`src/rtl/dmem_req_unit.sv`:
```
// Data-memory request stage: runs one valid/ready + rvalid bus transaction per MEM
// instruction, stalling the pipeline until the response, with timeout and flush drop.
module dmem_req_unit #(
  parameter int unsigned TIMEOUT_CYCLES = 255,
  parameter int unsigned CNT_W          = 16
) (
  input  logic        clk_i,
  input  logic        rst_i,
  input  logic        req_valid_i,
  input  logic        req_we_i,
  input  logic [31:0] req_addr_i,
  input  logic [3:0]  req_wstrb_i,
  input  logic [31:0] req_wdata_i,
  input  logic        flush_i,
  output logic        stall_o,
  output logic        rsp_valid_o,
  output logic [31:0] rsp_rdata_o,
  output logic        rsp_err_o,
  output logic        mem_valid_o,
  output logic        mem_we_o,
  output logic [31:0] mem_addr_o,
  output logic [3:0]  mem_wstrb_o,
  output logic [31:0] mem_wdata_o,
  input  logic        mem_ready_i,
  input  logic        mem_rvalid_i,
  input  logic [31:0] mem_rdata_i,
  input  logic        mem_err_i
);
  typedef enum logic [1:0] {IDLE, ADDR, DATA, RESP} state_t;

  localparam logic [CNT_W-1:0] CNT_LAST = CNT_W'(TIMEOUT_CYCLES - 1);

  state_t           state_q, state_d;
  logic [CNT_W-1:0] cnt_q;
  logic             drop_q, err_q;
  logic [31:0]      rdata_q;
  logic             accept, tmo;
  logic             unused_addr_lsb;

  assign accept          = (state_q == IDLE) & req_valid_i & ~flush_i;
  // >= so a load whose ready lands on the last cycle still times out in DATA
  assign tmo             = (cnt_q >= CNT_LAST);
  assign unused_addr_lsb = ^req_addr_i[1:0];

  always_comb begin
    state_d = state_q;
    case (state_q)
      IDLE: if (accept) state_d = (req_we_i && req_wstrb_i == 4'h0) ? RESP : ADDR;
      ADDR: begin
        if (mem_ready_i)  state_d = mem_we_o ? RESP : DATA;
        else if (tmo)     state_d = RESP;
      end
      DATA: if (mem_rvalid_i || tmo) state_d = RESP;
      RESP: state_d = IDLE;
      default: state_d = IDLE;
    endcase
  end

  always_ff @(posedge clk_i) begin
    if (rst_i) begin
      state_q     <= IDLE;
      cnt_q       <= '0;
      drop_q      <= 1'b0;
      err_q       <= 1'b0;
      rdata_q     <= '0;
      mem_we_o    <= 1'b0;
      mem_addr_o  <= '0;
      mem_wstrb_o <= '0;
      mem_wdata_o <= '0;
    end else begin
      state_q <= state_d;
      case (state_q)
        IDLE: if (accept) begin
          mem_we_o    <= req_we_i;
          mem_addr_o  <= {req_addr_i[31:2], 2'b00};
          mem_wstrb_o <= req_we_i ? req_wstrb_i : 4'h0;
          mem_wdata_o <= req_wdata_i;
          err_q       <= 1'b0;
          rdata_q     <= '0;
          cnt_q       <= '0;
          drop_q      <= 1'b0;
        end
        ADDR, DATA: begin
          cnt_q <= cnt_q + CNT_W'(1);
          if (flush_i) drop_q <= 1'b1;
          // a completing handshake takes priority over the timeout
          if (state_q == ADDR && mem_ready_i) begin
            if (mem_we_o) err_q <= mem_err_i;
          end else if (state_q == DATA && mem_rvalid_i) begin
            rdata_q <= mem_rdata_i;
            err_q   <= mem_err_i;
          end else if (tmo) begin
            err_q   <= 1'b1;
            rdata_q <= '0;
          end
        end
        RESP: drop_q <= 1'b0;
        default: ;
      endcase
    end
  end

  assign mem_valid_o = (state_q == ADDR);
  assign stall_o     = (state_q == ADDR) | (state_q == DATA) | accept;
  assign rsp_valid_o = (state_q == RESP) & ~drop_q;
  assign rsp_err_o   = rsp_valid_o & err_q;
  assign rsp_rdata_o = (rsp_valid_o & ~mem_we_o & ~err_q) ? rdata_q : 32'h0;
endmodule

```
`config.mk`:
```
export PLATFORM = sky130hd
export DESIGN_NAME = dmem_req_unit
export DESIGN_NICKNAME = d
export VERILOG_FILES = /design/src/rtl/dmem_req_unit.sv
export SDC_FILE = /design/constraint.sdc
export NUM_CORES = 1
export LEC_CHECK = 0
export BUFFER_PORTS_ARGS = -buffer_cell sky130_fd_sc_hd__buf_4
export CAP_MARGIN = 10
export CORE_MARGIN = 2
export CORE_UTILIZATION = 50
export CTS_BUF_LIST = sky130_fd_sc_hd__clkbuf_4
export DETAILED_ROUTE_END_ITERATION = 8
export PLACE_DENSITY_LB_ADDON = 0.1
export SLEW_MARGIN = 10
export SYNTH_ARGS = -nofsm -noshare
export SYNTH_HDL_FRONTEND = slang
export SYNTH_SLANG_ARGS = --single-unit
```
`constraint.sdc`:
```
create_clock -name clk_i -period 3.1 [get_ports clk_i]
set_clock_uncertainty 0.2 [all_clocks]
set_input_delay 0.31 -clock clk_i [delete_from_list [all_inputs] [get_ports clk_i]]
set_output_delay 0.31 -clock clk_i [all_outputs]
set_load 0.05 [all_outputs]
```
==> out/metrics.sh <==
MOSTFREQUENTLAYOUTCELLS='sky130_fd_sc_hd__buf_4, sky130_fd_sc_hd__nand2_1, sky130_fd_sc_hd__dfxtp_1'
INTERNAL-POWER_W=0.00295
FINALWIRELENGTH_MM=16.5
POWER_FRAC_CLOCK=0.245
DIE_Y_UM=105
HOLD_CLASS='in2reg'
AREA_OF_THE_MAPPED_NETLIST_UM2=5060
SETUP.WORST_PATH.START_CLASS='register'
CTS_SETUP_BUFFERS=0
SYNTH_FF_TYPE='sky130_fd_sc_hd__dfxtp_1'
DPL.HPWL_MM=9.46
CLOCK_INSERTION_DELAY_WORST_SKEW_NS=0.49
POST-ROUTE-DRC-COUNT=0
POWER.COMBINATIONAL.FRACTION=0.396
WORST-PATH-MAX-FANOUT=47
GRT_PASS1_WL_MM=26.4
CTS_ROOT_BUF='sky130_fd_sc_hd__clkbuf_4'
SYN_AVG_CELL_AREA_UM2=8.28
GRT_ANTENNA_BEFORE_REPAIR=1
LAYOUT.CORE_UTILIZATION=0.822
GRT_UTIL_ALL_LAYERS=0.298
SYNTH_SEQ_CELLS=119
DRT_ITER0_DRC=262
WORST_SETUP_PATH_STARTPOINT='state_q[0]'
CLOCK-SINKS=119
REG2REG_SETUP_SLACK_NS=0.29
FINAL_COMMON_CELL='sky130_fd_sc_hd__buf_4'
CTS-BUFFERS-INSERTED=17
PERIOD_SHARE=0.906
GLOBAL_ROUTE.OVERFLOW_TOTAL=0
CHIPWIDTH_UM=105
LAYOUT-DRIVE-GT1-SHARE=0.280
SYNTH_WARNINGS=0
SYNTH_ASYNC_SR_FLOP_SHARE=0
REGTOREGENDPOINT='mem_wstrb_o[1]'
CLKSLEWWORSTSETUPHOLDPATHS_NS=0.12
WORST_SETUP_ENDPOINT='mem_wstrb_o[1]'
DRT.ANTENNA.VIOLATING_NETS=0
PWR-SHARE-SEQ=0.359
STAGES_ON_WORST_SETUP_PATH=8
FP-ROW-COUNT=36
NUMBER_OF_LEVELS_IN_THE_CLOCK_H_TREE=4
IRDROPWORSTVDD_mV=0.360
REGTOREGSTARTPOINT='state_q[0]'
DIE_FOOTPRINT_UM2=10900
FIRST_GLOBAL_VIAS=5703
CPPEAKSTAGEDELAY_NS=0.57
YS_SEQ_AREA_FRAC=0.471
CLOCK_TREE.BUFFER_DEPTH=2
CRIT_CHAIN='inv_1 > ha_1 > and3b_2 > buf_4 > buf_6 > nand3_1 > dlygate4sd3_1 > a21oi_1'
SWITCHING_SHARE=0.393
MAX_CAP_VIOL_COUNT=0
FIN_TNS_SETUP_NS=0
CP.REQUIRED_NS=3.31
FINAL-SETUP-VIOL-COUNT=0
SLEW_VIOLATIONS=0
CRITPATHCAPTURETYPE='register'
IO-PIN-COUNT=213
GRT_MAX_DEGREE=74
SYNTH_EDF_COUNT=0
FINAL_NETS=1027
SETUP_REPAIR_AFTER_GLOBAL_ROUTING_MISSED_ITS_MARGIN='no'
DETAIL_ROUTE.VIAS_PER_CELL=5.03
AVGROUTEDWIREPERCELL_UM=15.6
POWER_LEAKAGE_nW=3.39
DRT_FIRST_PASS_ITERS=4
FLOORPLAN.INITIALDENSITY=0.517
FINALWORSTPATHREQUIREDPERIOD_NS=2.81
TIMING.MAX_SLEW.REL_SLACK=0.528
CORE_AREA_UM2=9770
HOLD_VIOL_FINAL=0
PLACE_CONGESTION=0.802
DETAILROUTE.VIA_COUNT=5326
CPMAXSTAGEDELAYCELL='sky130_fd_sc_hd__dlygate4sd3_1'
CTS_TREE='built'
TRANSITION_TIME_AT_THE_PIN_WITH_THE_LEAST_SLEW_MARGIN_NS=0.708
LAYOUT.FILLER_CELLS=581
WORST-R2R-CELL-COUNT=8
YS_TYPES=43
OUTCOME='complete, no violations'
POWER_PER_CELL_AREA_nW_PER_UM2=605
NET-SWITCHING-POWER_W=0.00191
CRITPATHARRIVALTIME_NS=3.02
CRITICAL_PATH_CLASS='reg2reg'
CRIT_BUF_INV=4
PORT_BUFFERS=208
MAX_FREQ_GHz=0.356
SYNTH_CELLS=611
PATH_DELAY_FAMILY='buffers and inverters'
AREA_GROWTH_SYN_TO_LAYOUT_PCT=58.8
-- power groups by stage --
stage / clock network, W / logic, W / registers [W]
after floorplan: 0 / 0.000986 / 0.00208
after global placement: 0 / 0.00175 / 0.00176
after detailed placement: 0 / 0.00178 / 0.00177
after CTS: 0.00121 / 0.00189 / 0.00174
after global routing: 0.00127 / 0.00206 / 0.00176
final: 0.00119 / 0.00193 / 0.00174
-- sequential cells by signal (all words and copies together), names as in the netlist --
| name | count |
|---|---|
| mem_we_o | 1 |
| mem_wstrb_o | 4 |
| drop_q | 1 |
| err_q | 1 |
| mem_wdata_o | 32 |
| cnt_q | 16 |
| rdata_q | 32 |
| mem_addr_o | 30 |
| state_q | 2 |
-- kinds of logic (layout without fill, tap and decap cells) --
group | Yosys count | after routing | share of synthesized area
buffers and inverters | 49 | 362 | 0.0475
adders and majority gates | 7 | 7 | 0.0173
DFF | 119 | 119 | 0.471
xor gates and xnor gates | 13 | 13 | 0.0225
and+or+nand+nor | 298 | 298 | 0.279
muxes | 33 | 33 | 0.0653
AOI/OAI and AO/OA | 91 | 91 | 0.0962
other | 1 | 3 | 0.000741
-- Yosys cell counts, types with 3 or more instances --
| library cell | count | area, um2 |
|---|---|---|
| sky130_fd_sc_hd__nand2_1 | 174 | 653 |
| sky130_fd_sc_hd__dfxtp_1 | 119 | 2380 |
| sky130_fd_sc_hd__nor3_1 | 4 | 20.0 |
| sky130_fd_sc_hd__a211oi_1 | 4 | 30.0 |
| sky130_fd_sc_hd__xor2_1 | 6 | 52.6 |
| sky130_fd_sc_hd__nor3_2 | 3 | 30.0 |
| sky130_fd_sc_hd__inv_1 | 9 | 33.8 |
| sky130_fd_sc_hd__o21ai_0 | 5 | 25.0 |
| sky130_fd_sc_hd__nand2b_1 | 35 | 219 |
| sky130_fd_sc_hd__nand3_1 | 11 | 55.1 |
| sky130_fd_sc_hd__clkbuf_1 | 25 | 93.8 |
| sky130_fd_sc_hd__xnor2_1 | 7 | 61.3 |
| sky130_fd_sc_hd__nor2_1 | 20 | 75.1 |
| sky130_fd_sc_hd__buf_2 | 7 | 35.0 |
| sky130_fd_sc_hd__mux2i_1 | 33 | 330 |
| sky130_fd_sc_hd__a21oi_1 | 72 | 360 |
| sky130_fd_sc_hd__and2_1 | 34 | 213 |
| sky130_fd_sc_hd__ha_1 | 7 | 87.6 |
| sky130_fd_sc_hd__buf_6 | 4 | 45.0 |
-- worst reg2reg max path, delay by kind of cell, from the launching register on --
kind                       cells  cell delay (ns)
DFF                            1             0.35
and+or+nand+nor                2             0.35
buffers and inverters          4             1.33
AOI/OAI and AO/OA              1             0.16
adders and majority gates      1             0.34
-- timing repair --
item,CTS,global route
hold endpoints to repair,101,0
hold buffers,104,0
setup endpoints to repair,0,1
resized for setup,0,1
-- worst min path at each step --
stage / start / slack [ns] / to / cells past startpoint
2_1_floorplan: req_wdata_i[10] / 0.24 / mem_wdata_o[10] / 2
3_3_place_gp: mem_wstrb_o[0] / 0.24 / mem_wstrb_o[0] / 2
3_5_place_dp: mem_addr_o[4] / 0.25 / mem_addr_o[4] / 2
4_1_cts: req_valid_i / 0.07 / cnt_q[0] / 5
5_1_grt: mem_ready_i / 0.15 / err_q / 5
6_report: mem_ready_i / 0.13 / err_q / 5
-- metal layers --
metal  track usage  vias to the layer above  wire length (um)
met5             0                        -                 0
met1         0.301                     2476              6200
li1              -                     2588                 -
met4         0.162                        0               633
met3        0.0861                       54              1120
met2         0.549                      208              8590
-- area by class of cell --
class / count / area (um2) / area share
Clock inverter: 14 / 174 / 0.0217
Tap cell: 133 / 166 / 0.0207
Inverter: 9 / 33.8 / 0.00421
Timing Repair Buffer: 321 / 2690 / 0.334
Sequential cell: 119 / 2380 / 0.297
Clock buffer: 18 / 135 / 0.0168
Antenna cell: 1 / 2.50 / 0.000312
Multi-Input combinational cell: 444 / 2450 / 0.305
-- through the flow --
stage	worst slack [ns]	hold slack, ns	area (um2)	std cells	power (W)
6_report	0.291	0.127	8030	1059	0.00486
5_1_grt	0.134	0.150	8030	1059	0.00509
4_1_cts	0.234	0.0738	8030	1058	0.00485
3_5_place_dp	0.743	0.247	6680	922	0.00355
3_3_place_gp	0.833	0.241	6680	922	0.00351
2_1_floorplan	0.250	0.243	5060	612	0.00307
Power figures use the tool's default switching activity.
